--- config.mk ---
export PLATFORM = sky130hd
export DESIGN_NAME = lut_config_loader
export DESIGN_NICKNAME = d
export VERILOG_FILES = /design/src/rtl/lut_cfg_pkg.sv /design/src/rtl/cfg_word_assembler.sv /design/src/rtl/lut_config_loader.sv
export SDC_FILE = /design/constraint.sdc
export NUM_CORES = 1
export LEC_CHECK = 0
export ABC_AREA = 1
export CAP_MARGIN = 10
export CORE_AREA = 2 2 60 62
export CTS_CLUSTER_SIZE = 28
export DETAILED_ROUTE_END_ITERATION = 16
export DIE_AREA = 0 0 62 64
export GPL_TIMING_DRIVEN = 0
export PLACE_DENSITY_LB_ADDON = 0.08
export SYNTH_ARGS = -nofsm -noshare
export SYNTH_HDL_FRONTEND = slang
export SYNTH_SLANG_ARGS = --single-unit
export TNS_END_PERCENT = 30
--- constraint.sdc ---
create_clock -name config_clk -period 1.25 [get_ports config_clk]
set_input_delay 0.1875 -clock config_clk [delete_from_list [all_inputs] [get_ports config_clk]]
set_output_delay 0.1875 -clock config_clk [all_outputs]
set_load 0.05 [all_outputs]
--- src/rtl/lut_cfg_pkg.sv ---
// Shared types and sizing helpers for the LUT configuration loader.
// Imported by the word assembler and the loader top.
package lut_cfg_pkg;

    typedef enum logic [1:0] {
        IDLE,
        LOAD,
        COMMIT,
        DONE
    } state_t;

    function automatic int words_f(input int mem_size, input int cfg_width);
        return mem_size / cfg_width;
    endfunction

    function automatic int cnt_w(input int n);
        return (n > 1) ? $clog2(n) : 1;
    endfunction

endpackage

--- src/rtl/cfg_word_assembler.sv ---
// Shifts stream words into a truth-table image, first word in the LSBs.
// Flags the transfer that completes a full table.
module cfg_word_assembler
    import lut_cfg_pkg::*;
#(
    parameter int MEM_SIZE     = 16,
    parameter int CONFIG_WIDTH = 8
) (
    input  logic                    i_clk,
    input  logic                    i_rst,
    input  logic                    i_clr,
    input  logic                    i_shift,
    input  logic [CONFIG_WIDTH-1:0] i_data,
    output logic [MEM_SIZE-1:0]     o_asm_nxt,
    output logic                    o_full
);

    localparam int WORDS = words_f(MEM_SIZE, CONFIG_WIDTH);
    localparam int WCW   = cnt_w(WORDS);
    localparam logic [WCW-1:0] LAST = WCW'(WORDS - 1);

    logic [WCW-1:0] r_cnt;

    assign o_full = i_shift && (r_cnt == LAST);

    // Only the words still waiting for completion are stored.
    generate
        if (WORDS == 1) begin : g_single
            assign o_asm_nxt = i_data;
        end else begin : g_shift
            logic [MEM_SIZE-CONFIG_WIDTH-1:0] r_tail;

            assign o_asm_nxt = {i_data, r_tail};

            always_ff @(posedge i_clk or posedge i_rst) begin
                if (i_rst) begin
                    r_tail <= '0;
                end else if (i_clr) begin
                    r_tail <= '0;
                end else if (i_shift) begin
                    r_tail <= o_asm_nxt[MEM_SIZE-1:CONFIG_WIDTH];
                end
            end
        end
    endgenerate

    always_ff @(posedge i_clk or posedge i_rst) begin
        if (i_rst) begin
            r_cnt <= '0;
        end else if (i_clr) begin
            r_cnt <= '0;
        end else if (i_shift) begin
            r_cnt <= o_full ? '0 : r_cnt + 1'b1;
        end
    end

endmodule

--- src/rtl/lut_config_loader.sv ---
// Loads a bank of LUT truth tables from a word stream, committing each
// table with a one-hot config_en strobe on a shared config_data bus.
module lut_config_loader
    import lut_cfg_pkg::*;
#(
    parameter int INPUTS       = 4,
    parameter int MEM_SIZE     = 2 ** INPUTS,
    parameter int CONFIG_WIDTH = 8,
    parameter int NUM_LUTS     = 4
) (
    input  logic                    config_clk,
    input  logic                    rst,
    input  logic                    start,
    input  logic                    abort,
    input  logic [CONFIG_WIDTH-1:0] in_data,
    input  logic                    in_valid,
    output logic                    in_ready,
    output logic [MEM_SIZE-1:0]     config_data,
    output logic [NUM_LUTS-1:0]     config_en,
    output logic                    busy,
    output logic                    done
);

    generate
        if (MEM_SIZE % CONFIG_WIDTH != 0) begin : g_bad_width
            $error("MEM_SIZE must be a multiple of CONFIG_WIDTH");
        end
    endgenerate

    localparam int LCW = cnt_w(NUM_LUTS);
    localparam logic [LCW-1:0] LAST_LUT = LCW'(NUM_LUTS - 1);

    state_t                r_state;
    logic [LCW-1:0]        r_lut;
    logic [MEM_SIZE-1:0]   r_data;
    logic [NUM_LUTS-1:0]   r_en;
    logic                  r_busy;
    logic                  r_done;
    logic                  w_xfer;
    logic                  w_full;
    logic [MEM_SIZE-1:0]   w_asm_nxt;

    assign in_ready    = (r_state == LOAD);
    assign w_xfer      = in_valid && in_ready;
    assign config_data = r_data;
    assign config_en   = r_en;
    assign busy        = r_busy;
    assign done        = r_done;

    cfg_word_assembler #(
        .MEM_SIZE     (MEM_SIZE),
        .CONFIG_WIDTH (CONFIG_WIDTH)
    ) u_asm (
        .i_clk     (config_clk),
        .i_rst     (rst),
        .i_clr     (abort),
        .i_shift   (w_xfer),
        .i_data    (in_data),
        .o_asm_nxt (w_asm_nxt),
        .o_full    (w_full)
    );

    // Commit outputs are loaded on the completing transfer so they are
    // already valid throughout the COMMIT cycle.
    always_ff @(posedge config_clk or posedge rst) begin
        if (rst) begin
            r_state <= IDLE;
            r_lut   <= '0;
            r_data  <= '0;
            r_en    <= '0;
            r_busy  <= 1'b0;
            r_done  <= 1'b0;
        end else begin
            r_en   <= '0;
            r_done <= 1'b0;
            if (abort) begin
                r_state <= IDLE;
                r_lut   <= '0;
                r_busy  <= 1'b0;
            end else begin
                unique case (r_state)
                    IDLE: begin
                        if (start) begin
                            r_state <= LOAD;
                            r_lut   <= '0;
                            r_busy  <= 1'b1;
                        end
                    end
                    LOAD: begin
                        if (w_full) begin
                            r_state <= COMMIT;
                            r_data  <= w_asm_nxt;
                            r_en    <= NUM_LUTS'(1) << r_lut;
                        end
                    end
                    COMMIT: begin
                        if (r_lut == LAST_LUT) begin
                            r_state <= DONE;
                            r_busy  <= 1'b0;
                            r_done  <= 1'b1;
                        end else begin
                            r_lut   <= r_lut + 1'b1;
                            r_state <= LOAD;
                        end
                    end
                    DONE: begin
                        r_state <= IDLE;
                    end
                    default: begin
                        r_state <= IDLE;
                    end
                endcase
            end
        end
    end

endmodule

==> reports/qor.csv, run 1 <==
stage,metric,value,unit
worst_setup_path,startpoint_type,flop,
timing,slew_violations,0,
timing,finalSetupTns,-0.0453,ns
timing,max_freq,774,MHz
min_path,hold_path_class,in -> async,
floorplanning,fp.dieArea,3970,µm²
timing,fin_crit,1.29,ns
clock_tree,cts_buffer_depth,2,
final_layout,final_layout_size_suffix_gt1_frac,0.289,
pwr,power_density,1400,nW/µm²
logic_synthesis,ys_types,15,
timing,worstMarginPinSlew,0.784,ns
timing,slew_headroom,0.477,
worst_setup_path,crit_path_max_fanout,3,
placed_design,dpl_cell_area,1940,µm²
logic_synthesis,synth_area,1510,µm²
final_layout,area_growth_syn_to_layout,39.6,%
grt,grt_pass1_vias,1218,
status,status,"complete, but fails checks",
drt,wire_per_inst,12.8,µm
worst_setup_path,crit_arrival,1.10,ns
timing,period_share,1.03,
clock_tree,cts_root_buffer,clkbuf_4,
clock_tree,clk_latency,0.34,ns
drt,vias_per_cell,4.96,
final_layout,nFillCells,289,
clock_tree,cts.htree.levels,2,
floorplanning,initial_core_util,0.459,
clock_tree,cts_made_buffers,5,
timing,rsz0062_at_grt,true,
grt,antenna_found_initial,0,
timing,fin_worst_skew,0.00901,ns
placed_design,routabilityCongestion,0.848,
logic_synthesis,ys_warn_count,0,
worst_setup_path,end_kind,output pin,
placed_design,portBuffers,35,
drt,drc_errors,0,
logic_synthesis,yosysTopAreaCell,dfrtp_1,
grt,grt.overflow.total,0,
floorplanning,ios,36,
drt,ant_nets,0,
grt,grt_max_degree,19,
logic_synthesis,syn_nets,188,
timing,timing.hold.ws,0.290,ns
final_layout,multi_input_area,598,µm²
timing,hold_viol_final,0,
floorplanning,die_w,62,µm
placed_design,place_ws,-0.343,ns
floorplanning,core-area,3280,µm²
logic_synthesis,synth.avg_cell_area,8.82,µm²
floorplanning,dieHeight,64,µm
drt,first_pass_iters,4,
grt,grt_pass1_wl,5.39,mm
final_layout,final_cells,271,
worst_setup_path,cp.required,1.06,ns
run,maxCapViolations,0,
clock_tree,tritoncts,done,
logic_synthesis,synth_cells,171,
timing,setup_violations,2,
logic_synthesis,synth.area.top_cells,"dfrtp_1 (58%), nand2_1 (16%), nand3_1 (10%), ha_1 (3.3%), inv_1 (3.0%)",
placed_design,dp.cells,253,
final_layout,postLayoutCoreUtil,0.641,
final_layout,diodes,0,
drt,routed_wl,3.46,mm
final_layout,nets,241,
logic_synthesis,ys_ff_latch,35,
clock_tree,clk_pin_slew_worst_paths,0.11,ns
floorplanning,rows,21,
clock_tree,cts_sinks,35,
logic_synthesis,ys_seq_area_frac,0.581,
grt,track_usage,0.187,
drt,via_count,1345,
pwr,finalPower,2.95,mW
status,violations,negative setup slack,
drt,first_iter_violations,71,
logic_synthesis,yosys.area.top_type_share,0.581,
final_layout,design_area,2100,µm²
placed_design,hpwl,2.31,mm
timing,layout_setup_ws,-0.0425,ns
worst_setup_path,critPathKind,reg -> out,
pwr,leakagePower,1.15,nW
final_layout,seqCellArea,877,µm²
pwr,ir_drop,0.000705,V
state kept, by name (all words and copies together) (netlist names):
| register | count |
|---|---|
| u_asm.g_shift.r_tail | 8 |
| u_asm.r_cnt | 1 |
| r_lut | 2 |
| busy | 1 |
| config_en | 4 |
| done | 1 |
| r_state | 2 |
| config_data | 16 |
critical path, cell delays in order, from the launching register on:
cell and delay [ns]:
dfrtp_2 0.45, nor2_4 0.16, buf_8 0.16
cell usage after synthesis:
| cell type | count |
|---|---|
| a21oi_1 | 1 |
| nor2_1 | 8 |
| buf_2 | 3 |
| nand4_1 | 2 |
| dfrtp_1 | 35 |
| buf_4 | 2 |
| nor3_1 | 1 |
| nand3_1 | 31 |
| ha_1 | 4 |
| inv_2 | 3 |
| nand2_1 | 63 |
| inv_1 | 12 |
| nand3_2 | 1 |
| nor2_4 | 3 |
| clkbuf_1 | 2 |
layer usage:
layer,wire length [µm],vias to the layer above,global-route usage
met1,1510,652,0.261
li1,-,645,-
met3,205,8,0.0547
met2,1670,40,0.266
met4,72,0,0.0824
met5,0,-,0
cell type report:
cell class	count	share of cell area
plain buffers	7	0.0244
clock buffers	8	0.0327
inverters	15	0.0268
multi-input cells	114	0.284
flip-flops and latches	35	0.417
well taps	46	0.0273
repair buffers	46	0.188
timing repair:
item	4_1_cts	5_1_grt
hold buffers	0	0
pin swaps	1	18
cloned	0	1
endpoints found under the setup margin	40	39
resized for setup	98	31
setup buffers	1	8
cell families (layout without fill, tap and decap cells):
group	after synthesis	after routing	share of synthesized area
DFF	35	35	0.581
AOI/OAI and AO/OA	1	1	0.00332
buffers and inverters	22	76	0.0622
and+or+nand+nor	109	109	0.320
adders and majority gates	4	4	0.0332
power breakdown:
group | leakage, nW | internal, mW | switching, mW
Clock | 0.0386 | 0.331 | 0.361
Combinational | 0.633 | 0.280 | 0.642
Sequential | 0.476 | 1.26 | 0.0725
path summary, 6_finish.rpt:
check                               start         endpoint  slack, ns  cells past startpoint
min in group config_clk             abort         r_lut[1]       0.32                      4
hold reg to reg            config_data[9]   config_data[9]       0.48                      2
setup / recovery               r_state[1]         in_ready      -0.04                      2
hold / removal                        rst   config_data[6]       0.29                      2
max in group asynchronous             rst     config_en[0]       0.41                      3
setup reg to reg               r_state[1]  config_data[12]       0.01                      6
cell usage in the layout, fill, tap and decap left out, types with 3 or more instances in the layout:
master | netlist | routed
nand3_1 | 31 | 24
inv_2 | 3 | 3
nand3_2 | 1 | 7
buf_6 | 0 | 3
dfrtp_1 | 35 | 34
inv_1 | 12 | 12
buf_2 | 3 | 19
clkdlybuf4s50_1 | 0 | 11
nor2_4 | 3 | 3
clkbuf_4 | 0 | 5
ha_1 | 4 | 3
nand2_1 | 63 | 63
clkdlybuf4s15_2 | 0 | 6
buf_4 | 2 | 8
nor2_1 | 8 | 8
(Power assumes the default switching activity.)
==> inputs of run 2 (changes only) <==
Settings changed: CELL_PAD_IN_SITES_DETAIL_PLACEMENT set to 0, CELL_PAD_IN_SITES_GLOBAL_PLACEMENT set to 2, CORE_AREA 2 2 60 62 to 2 2 77 79, DIE_AREA 0 0 62 64 to 0 0 79 81.
==> reports/qor.csv, run 2 (synthesized netlist as in run 1, its figures left out) <==
stage,metric,value,unit,change
placed_design,hpwl,2.67,mm,was 2.31 mm
timing,finalSetupTns,-0.0403,ns,was -0.0453 ns
clock_tree,clk_latency,0.28,ns,was 0.34 ns
timing,worstMarginPinSlew,0.595,ns,was 0.784 ns
grt,antenna_found_initial,0,,unchanged
clock_tree,cts.hold.buffers_added,0,,unchanged
min_path,hold_path_class,in -> async,,unchanged
drt,vias_per_cell,4.29,,was 4.96
final_layout,final_layout_size_suffix_gt1_frac,0.227,,was 0.289
worst_setup_path,r2r-end,u_asm.g_shift.r_tail[3],,was config_data[12]
grt,grt_pass1_vias,1278,,"was 1,218"
placed_design,dpl_cell_area,1980,µm²,was 1940 µm²
final_layout,postLayoutCoreUtil,0.377,,was 0.641
clock_tree,cts_sinks,35,,unchanged
worst_setup_path,slowest_delay,0.42,ns,was 0.45 ns
worst_setup_path,crit_slowest_cell,dfrtp_1,,was dfrtp_2
timing,rsz0062_at_grt,true,,unchanged
worst_setup_path,cp_top_family,flip-flops,,unchanged
worst_setup_path,crit_buf_inv,2,,was 1
worst_setup_path,crit_path_max_fanout,4,,was 3
timing,fin_worst_skew,0.00992,ns,was 0.00901 ns
clock_tree,tritoncts,done,,unchanged
grt,track_usage,0.126,,was 0.187
grt,grt.overflow.total,0,,unchanged
worst_setup_path,crit_arrival,1.10,ns,about the same
final_layout,diodes,0,,unchanged
final_layout,area_growth_syn_to_layout,41.9,%,was 39.6%
worst_setup_path,crit_path_cell_trace,inv_2 > nor2_4 > buf_6,,was nor2_4 > buf_8
floorplanning,dieHeight,81,µm,was 64 µm
floorplanning,ios,36,,unchanged
pwr,ir_drop,0.000539,V,was 0.000705 V
clock_tree,cts.htree.levels,2,,unchanged
floorplanning,initial_core_util,0.266,,was 0.459
floorplanning,core-area,5680,µm²,was 3280 µm²
worst_setup_path,cp.required,1.06,ns,about the same
timing,layout_setup_ws,-0.0403,ns,was -0.0425 ns
drt,wire_per_inst,12.1,µm,was 12.8 µm
run,maxCapViolations,0,,unchanged
worst_setup_path,reg2reg_from,r_state[1],,unchanged
grt,grt_max_degree,24,,was 19
drt,routed_wl,3.57,mm,was 3.46 mm
drt,first_pass_iters,4,,unchanged
timing,fin_crit,1.29,ns,about the same
placed_design,portBuffers,35,,unchanged
timing,slew_violations,0,,unchanged
worst_setup_path,worstRegToRegCells,6,,unchanged
floorplanning,rows,28,,was 21
final_layout,mostFrequentLayoutCells,"nand2_1 (63), dfrtp_1 (34), nand3_1 (31), clkdlybuf4s15_2 (20)",,"was nand2_1 (63), dfrtp_1 (34), nand3_1 (24), buf_2 (19), inv_1 (12)"
placed_design,place_ws,-0.373,ns,was -0.343 ns
timing,setup_violations,1,,was 2
grt,grt_pass1_wl,6.05,mm,was 5.39 mm
final_layout,final_common_cell,nand2_1,,unchanged
status,violations,negative setup slack,,unchanged
worst_setup_path,end_kind,output pin,,unchanged
timing,max_freq,775,MHz,was 774 MHz
clock_tree,cts_buffer_depth,2,,unchanged
placed_design,dp.cells,282,,was 253
final_layout,design_area,2140,µm²,was 2100 µm²
timing,slew_headroom,0.603,,was 0.477
clock_tree,cts_made_buffers,5,,unchanged
pwr,leakagePower,1.10,nW,was 1.15 nW
timing,hold_viol_final,0,,unchanged
status,status,"complete, but fails checks",,unchanged
final_layout,largest_reg_flops,16,,unchanged
pwr,power_density,1410,nW/µm²,was 1400 nW/µm²
clock_tree,cts_root_buffer,clkbuf_8,,was clkbuf_4
clock_tree,clk_pin_slew_worst_paths,0.07,ns,was 0.11 ns
final_layout,nets,236,,was 241
drt,drc_errors,0,,unchanged
placed_design,routabilityCongestion,0.798,,was 0.848
worst_setup_path,critPathKind,reg -> out,,unchanged
worst_setup_path,regToRegSetupSlack,0.01,ns,about the same
final_layout,final_cells,295,,was 271
floorplanning,die_w,79,µm,was 62 µm
worst_setup_path,startpoint_type,flop,,unchanged
drt,ant_nets,0,,unchanged
timing,period_share,1.03,,about the same
drt,via_count,1267,,"was 1,345"
drt,first_iter_violations,30,,was 71
floorplanning,fp.dieArea,6400,µm²,was 3970 µm²
run 2: changes by cell type in the layout (fill, tap and decap cells not counted), moves of 2 or more:
cell,before,now
nand3_1,24,31
nand3_2,7,1
clkdlybuf4s15_2,6,20
clkbuf_4,5,1
clkbuf_8,2,5
buf_4,8,6
buf_2,19,2
run 2: layout make-up:
type | count | area (µm²)
Fill cell | 601 | 3540
Sequential cell | 35 | 877
Multi-Input combinational cell | 114 | 538
Timing Repair Buffer | 41 | 437
Tap cell | 75 | 93.8
Clock buffer | 7 | 76.3
Buffer | 7 | 56.3
Inverter | 15 | 56.3
Clock inverter | 1 | 5.00
run 2: worst max-delay path by stage:
stage | slack (ns) | end | depth (start not counted) | startpoint
6_report | -0.04 | in_ready | 3 | r_state[0]
5_1_grt | -0.08 | u_asm.g_shift.r_tail[1] | 6 | r_state[1]
4_1_cts | -0.05 | in_ready | 3 | r_state[0]
3_5_place_dp | -0.37 | r_lut[1] | 5 | abort
3_3_place_gp | -0.57 | u_asm.g_shift.r_tail[7] | 2 | rst
2_1_floorplan | -0.06 | config_data[10] | 5 | r_state[1]
run 2: what timing repair did:
action / in CTS / in global routing
endpoints found under the hold margin: 0 / 0
pin swaps: 0 / 3
setup buffers: 0 / 5
resized for setup: 76 / 10
endpoints found under the setup margin: 48 / 29
run 2: per-stage QoR:
step | power [mW] | hold slack [ns]
global route | 3.20 | 0.330
CTS | 3.04 | 0.300
finish | 3.02 | 0.282
detailed placement | 2.28 | 0.461
global placement | 2.26 | 0.455
floorplan | 1.94 | 0.297
run 2: routing by layer:
metal  track usage  share of wire  up-vias
met2         0.223           0.52       24
li1              -              -      635
met3        0.0333          0.036        2
met4        0.0448         0.0064        0
met5             0              0        -
met1         0.147           0.44      606
run 2: power breakdown:
part	total [mW]	switching [mW]	leakage, nW	internal [mW]
clock	0.766	0.376	0.0422	0.391
sequential	1.34	0.0786	0.476	1.26
combinational	0.911	0.614	0.578	0.297
total	3.02	1.07	1.10	1.95
==> inputs of run 3 (changes only) <==
Settings changed: CORE_AREA 2 2 77 79 to 2 2 91 67, DIE_AREA 0 0 79 81 to 0 0 93 69.
==> reports/qor.csv, run 3 (synthesized netlist as in run 1, its figures left out) <==
stage,metric,value,unit,change
status,status,"complete, but fails checks",,unchanged
status,violations,negative setup slack,,unchanged
timing,layout_setup_ws,-0.0203,ns,was -0.0403 ns
placed_design,hpwl,2.76,mm,was 2.67 mm
final_layout,diodes,0,,unchanged
worst_setup_path,startpoint_type,flop,,unchanged
timing,slew_headroom,0.475,,was 0.603
drt,first_iter_violations,47,,was 30
placed_design,dpl_cell_area,1980,µm²,unchanged
floorplanning,dieHeight,69,µm,was 81 µm
grt,track_usage,0.129,,was 0.126
clock_tree,cts_root_buffer,clkbuf_8,,unchanged
timing,max_freq,787,MHz,was 775 MHz
grt,grt_pass1_wl,6.42,mm,was 6.05 mm
final_layout,nFillCells,548,,was 601
drt,routed_wl,3.97,mm,was 3.57 mm
clock_tree,clk_pin_slew_worst_paths,0.08,ns,was 0.07 ns
worst_setup_path,regToRegSetupSlack,-0.02,ns,was 0.01 ns
placed_design,dp.cells,282,,unchanged
pwr,p_clk_frac,0.346,,was 0.254
grt,grt.overflow.total,0,,unchanged
pwr,seqPwrFrac,0.386,,was 0.444
run,maxCapViolations,0,,unchanged
drt,vias_per_cell,4.28,,was 4.29
clock_tree,tritoncts,done,,unchanged
final_layout,area_growth_syn_to_layout,53.0,%,was 41.9%
clock_tree,clk_latency,0.29,ns,was 0.28 ns
floorplanning,ios,36,,unchanged
pwr,combPwrFrac,0.268,,was 0.302
floorplanning,die_w,93,µm,was 79 µm
drt,first_pass_iters,4,,unchanged
final_layout,mostFrequentLayoutCells,"nand2_1 (49), dfrtp_1 (33), nand3_1 (31), clkdlybuf4s15_2 (17), nand2_2 (14)",,"was nand2_1 (63), dfrtp_1 (34), nand3_1 (31), clkdlybuf4s15_2 (20)"
drt,via_count,1280,,"was 1,267"
drt,wire_per_inst,13.3,µm,was 12.1 µm
grt,grt_max_degree,19,,was 24
pwr,power_density,1520,nW/µm²,was 1410 nW/µm²
final_layout,nets,240,,was 236
placed_design,routabilityCongestion,0.739,,was 0.798
clock_tree,cts_made_buffers,5,,unchanged
worst_setup_path,crit_path_max_fanout,5,,was 4
worst_setup_path,crit_slowest_cell,dfrtp_2,,was dfrtp_1
worst_setup_path,cp.required,1.43,ns,was 1.06 ns
clock_tree,cts_buffer_depth,2,,unchanged
grt,antenna_found_initial,0,,unchanged
worst_setup_path,critPathKind,reg -> reg,,was reg -> out
timing,rsz0062_at_grt,true,,unchanged
placed_design,place_ws,-0.434,ns,was -0.373 ns
timing,setup_violations,8,,was 1
final_layout,design_area,2310,µm²,was 2140 µm²
worst_setup_path,crit_arrival,1.45,ns,was 1.10 ns
pwr,ir_drop,0.000718,V,was 0.000539 V
placed_design,portBuffers,35,,unchanged
pwr,sw_frac_of_total,0.325,,was 0.354
timing,fin_worst_skew,0.00615,ns,was 0.00992 ns
worst_setup_path,slowest_delay,0.43,ns,was 0.42 ns
final_layout,final_common_cell,nand2_1,,unchanged
final_layout,final_cells,299,,was 295
final_layout,seqCellArea,878,µm²,was 877 µm²
clock_tree,cts.hold.buffers_added,0,,unchanged
pwr,power.internal,2.37,mW,was 1.95 mW
final_layout,multi_input_area,593,µm²,was 538 µm²
final_layout,final_layout_size_suffix_gt1_frac,0.317,,was 0.227
clock_tree,cts.htree.levels,2,,unchanged
timing,period_share,1.02,,was 1.03
floorplanning,core-area,5530,µm²,was 5680 µm²
timing,fin_crit,1.27,ns,was 1.29 ns
floorplanning,rows,23,,was 28
final_layout,postLayoutCoreUtil,0.418,,was 0.377
pwr,finalPower,3.51,mW,was 3.02 mW
grt,grt_pass1_vias,1312,,"was 1,278"
worst_setup_path,end_kind,flop,,was output pin
pwr,p_sw,1.14,mW,was 1.07 mW
timing,slew_violations,0,,unchanged
timing,worstMarginPinSlew,0.786,ns,was 0.595 ns
pwr,leakagePower,1.16,nW,was 1.10 nW
floorplanning,initial_core_util,0.273,,was 0.266
final_layout,largest_reg_flops,16,,unchanged
worst_setup_path,crit_path_cell_trace,inv_4 > nor2_4 > nand4_1 > buf_6 > clkbuf_16 > nand2_2 > nand2_1,,was inv_2 > nor2_4 > buf_6
timing,hold_viol_final,0,,unchanged
floorplanning,fp.dieArea,6420,µm²,was 6400 µm²
clock_tree,cts_sinks,35,,unchanged
drt,ant_nets,0,,unchanged
drt,drc_errors,0,,unchanged
min_path,hold_path_class,in -> async,,unchanged
## run 3: repair_timing
| action | CTS | global route |
|---|---|---|
| pin swaps | 0 | 4 |
| endpoints found under the setup margin | 49 | 36 |
| buffers inserted | 0 | 6 |
| gates resized for setup | 78 | 41 |
| cloned | 0 | 3 |
## run 3: per-layer routing
metal,vias up,global-route usage,wire [µm]
met5,-,0,0
li1,636,-,-
met3,4,0.0350,175
met2,26,0.199,1710
met1,614,0.171,2040
met4,0,0.0539,40
## run 3: worst max-delay path, delay by kind of cell, from the launching register on
family,cells,cell delay [ns]
flops,1,0.43
buf+inv,3,0.37
simple gates,4,0.36
## run 3: final cells by class
type | instances | area share
plain buffers | 7 | 0.0287
clock buffers | 6 | 0.0315
clock inverters | 2 | 0.0260
inverters | 15 | 0.0266
multi-input cells | 114 | 0.257
flip-flops and latches | 35 | 0.381
well taps | 75 | 0.0407
repair buffers | 45 | 0.209
## run 3: final timing paths
check | cells past startpoint | from | end
min | 2 | rst | config_data[4]
max reg2reg | 7 | r_state[0] | config_data[6]
min reg2reg | 2 | config_data[0] | config_data[0]
max in group asynchronous | 3 | rst | r_state[0]
max | 7 | r_state[0] | config_data[6]
min in group config_clk | 3 | in_data[0] | u_asm.g_shift.r_tail[0]
## run 3: power by group through the flow
stage | Combinational [mW] | Sequential, mW | Clock, mW
final | 0.941 | 1.36 | 1.22
after global routing | 1.01 | 1.38 | 1.29
after CTS | 0.899 | 1.35 | 1.25
after detailed placement | 0.917 | 1.37 | 0
after global placement | 0.901 | 1.36 | 0
after floorplan | 0.242 | 1.70 | 0
## run 3: stage by stage
stage               hold slack, ns  TNS (ns)
floorplan                    0.297    -0.962
global placement             0.457    -31.20
detailed placement           0.459    -12.63
CTS                          0.382   -0.0838
global route                 0.420     -1.02
finish                       0.341    -0.103
==> variant: new RTL, config.mk and constraints of run 2 <==
Encoding of `state_t`: now one-hot (4 bits for 4 states).
--- a/src/rtl/lut_cfg_pkg.sv
+++ b/src/rtl/lut_cfg_pkg.sv
@@ -2,11 +2,11 @@
 // Imported by the word assembler and the loader top.
 package lut_cfg_pkg;
 
-    typedef enum logic [1:0] {
-        IDLE,
-        LOAD,
-        COMMIT,
-        DONE
+    typedef enum logic [3:0] {
+        IDLE   = 4'b0001,
+        LOAD   = 4'b0010,
+        COMMIT = 4'b0100,
+        DONE   = 4'b1000
     } state_t;
 
     function automatic int words_f(input int mem_size, input int cfg_width);
Check against the original RTL: no difference found for any inputs over 10 cycles, from zero or initial values and one cycle with rst high; not proved beyond that.
==> variant against run 2 <==
- the run still ends with setup timing left
- power up 22%
- largest power group unchanged
- critical path type unchanged
- wire length up 5.2%
- worst setup slack worse by 0.072 ns
- area after synthesis up 6.9%
- sequential cell count up 2
- via count up 1.3%
- final area up 8.5%
- critical endpoint unchanged
==> variant: results (changes against run 2) <==
[pwr]
power_leakage_nw=1.18  ; +7.4%
power_frac_comb_pct=34.9  ; +4.7 points
power.total_w=0.00368  ; +22%
sw_frac_of_total_pct=39.5  ; +4.1 points
vdd_drop_max_uv=887  ; +64%
pg_seq_w=0.00153  ; +14%

[cells_and_area]
fin_nets=241  ; +2.1%
drive_gt1_share_pct=36.9  ; +14 points

[run_status]
violations=setup timing
status=finished with violations

[yosys]
synth_common_cells=nand2_1, dfrtp_1, inv_1, nand3_1, nor2_1
synthTopCellsByArea=dfrtp_1, nand2_1, inv_1
synth_compound_area_share_pct=5.98  ; +5.6 points
synthAdderAreaFrac_pct=3.11  ; -0.21 points

[detailed_routing]
route.met3.wl_microns=185  ; +45%
drt_iter0_markers=43  ; +43%
drt-wirelength-per-cell_microns=12.5  ; +3.5%
viasPerCell=4.28  ; -0.35%
finalWirelength_microns=3760  ; +5.2%

[placed_design]
post-dp-hpwl_microns=2560  ; -3.9%
place_congestion=0.710  ; -11%

[timing]
tns_ns=-1.43  ; -1.39 ns
worstMarginPinSlew_ns=0.780  ; +0.185 ns
finalSetupViolations=26  ; +25
finClkSkew_ns=0.00429  ; -0.00563 ns
whs_ns=0.359  ; +0.0763 ns
finalWorstSetupSlack_ns=-0.112  ; -0.0720 ns

[critical_path]
rr_worst_depth=7  ; +1
r2r-start=r_state[2]$_DFFE_PP0P_
r2r-end=config_data[3]$_DFFE_PP0P_
crit_arrival_ns=1.17  ; +0.07 ns
reg2reg_setup_slack_ns=-0.08  ; -0.09 ns

[global_routing]
track_usage_pct=12.7  ; +0.071 points
grt_use_met2_pct=21.9  ; -0.42 points
grt_use_met1_pct=14.6  ; -0.14 points
met3_usage_pct=4.00  ; +0.67 points
grt_pass1_wl_microns=6110  ; +1.0%

[clocking]
cts_resized=84  ; +11%
post_cts_buffers=5  ; +5

variant: cell types whose count changed after synthesis, sizes merged, moves of 3 or more:
cell | run 2 | this run
o21ai | 0 | 11
nand3 | 32 | 14
nand2 | 63 | 57
nor2 | 11 | 14
inv | 15 | 23
nand4 | 2 | 6
o22ai | 0 | 3
variant: layout make-up:
type	instances	area, sq um
well taps	75	93.8
flip-flops and latches	37	927
plain buffers	3	37.5
multi-input cells	110	658
fillers	585	3350
repair buffers	44	423
inverters	23	91.3
clock buffers	8	90.1
variant: how the worst max path moves through the flow:
stage	from	to	slack (ns)
after detailed placement	r_state[3]$_DFFE_PP0P_	in_ready	-0.48
after global routing	r_state[1]$_DFFE_PP0P_	in_ready	-0.22
final	r_state[2]$_DFFE_PP0P_	in_ready	-0.11
after global placement	rst	config_data[9]$_DFFE_PP0P_	-0.63
after CTS	r_state[1]$_DFFE_PP0P_	in_ready	-0.13
after floorplan	r_state[3]$_DFFE_PP0P_	config_data[0]$_DFFE_PP0P_	-0.007
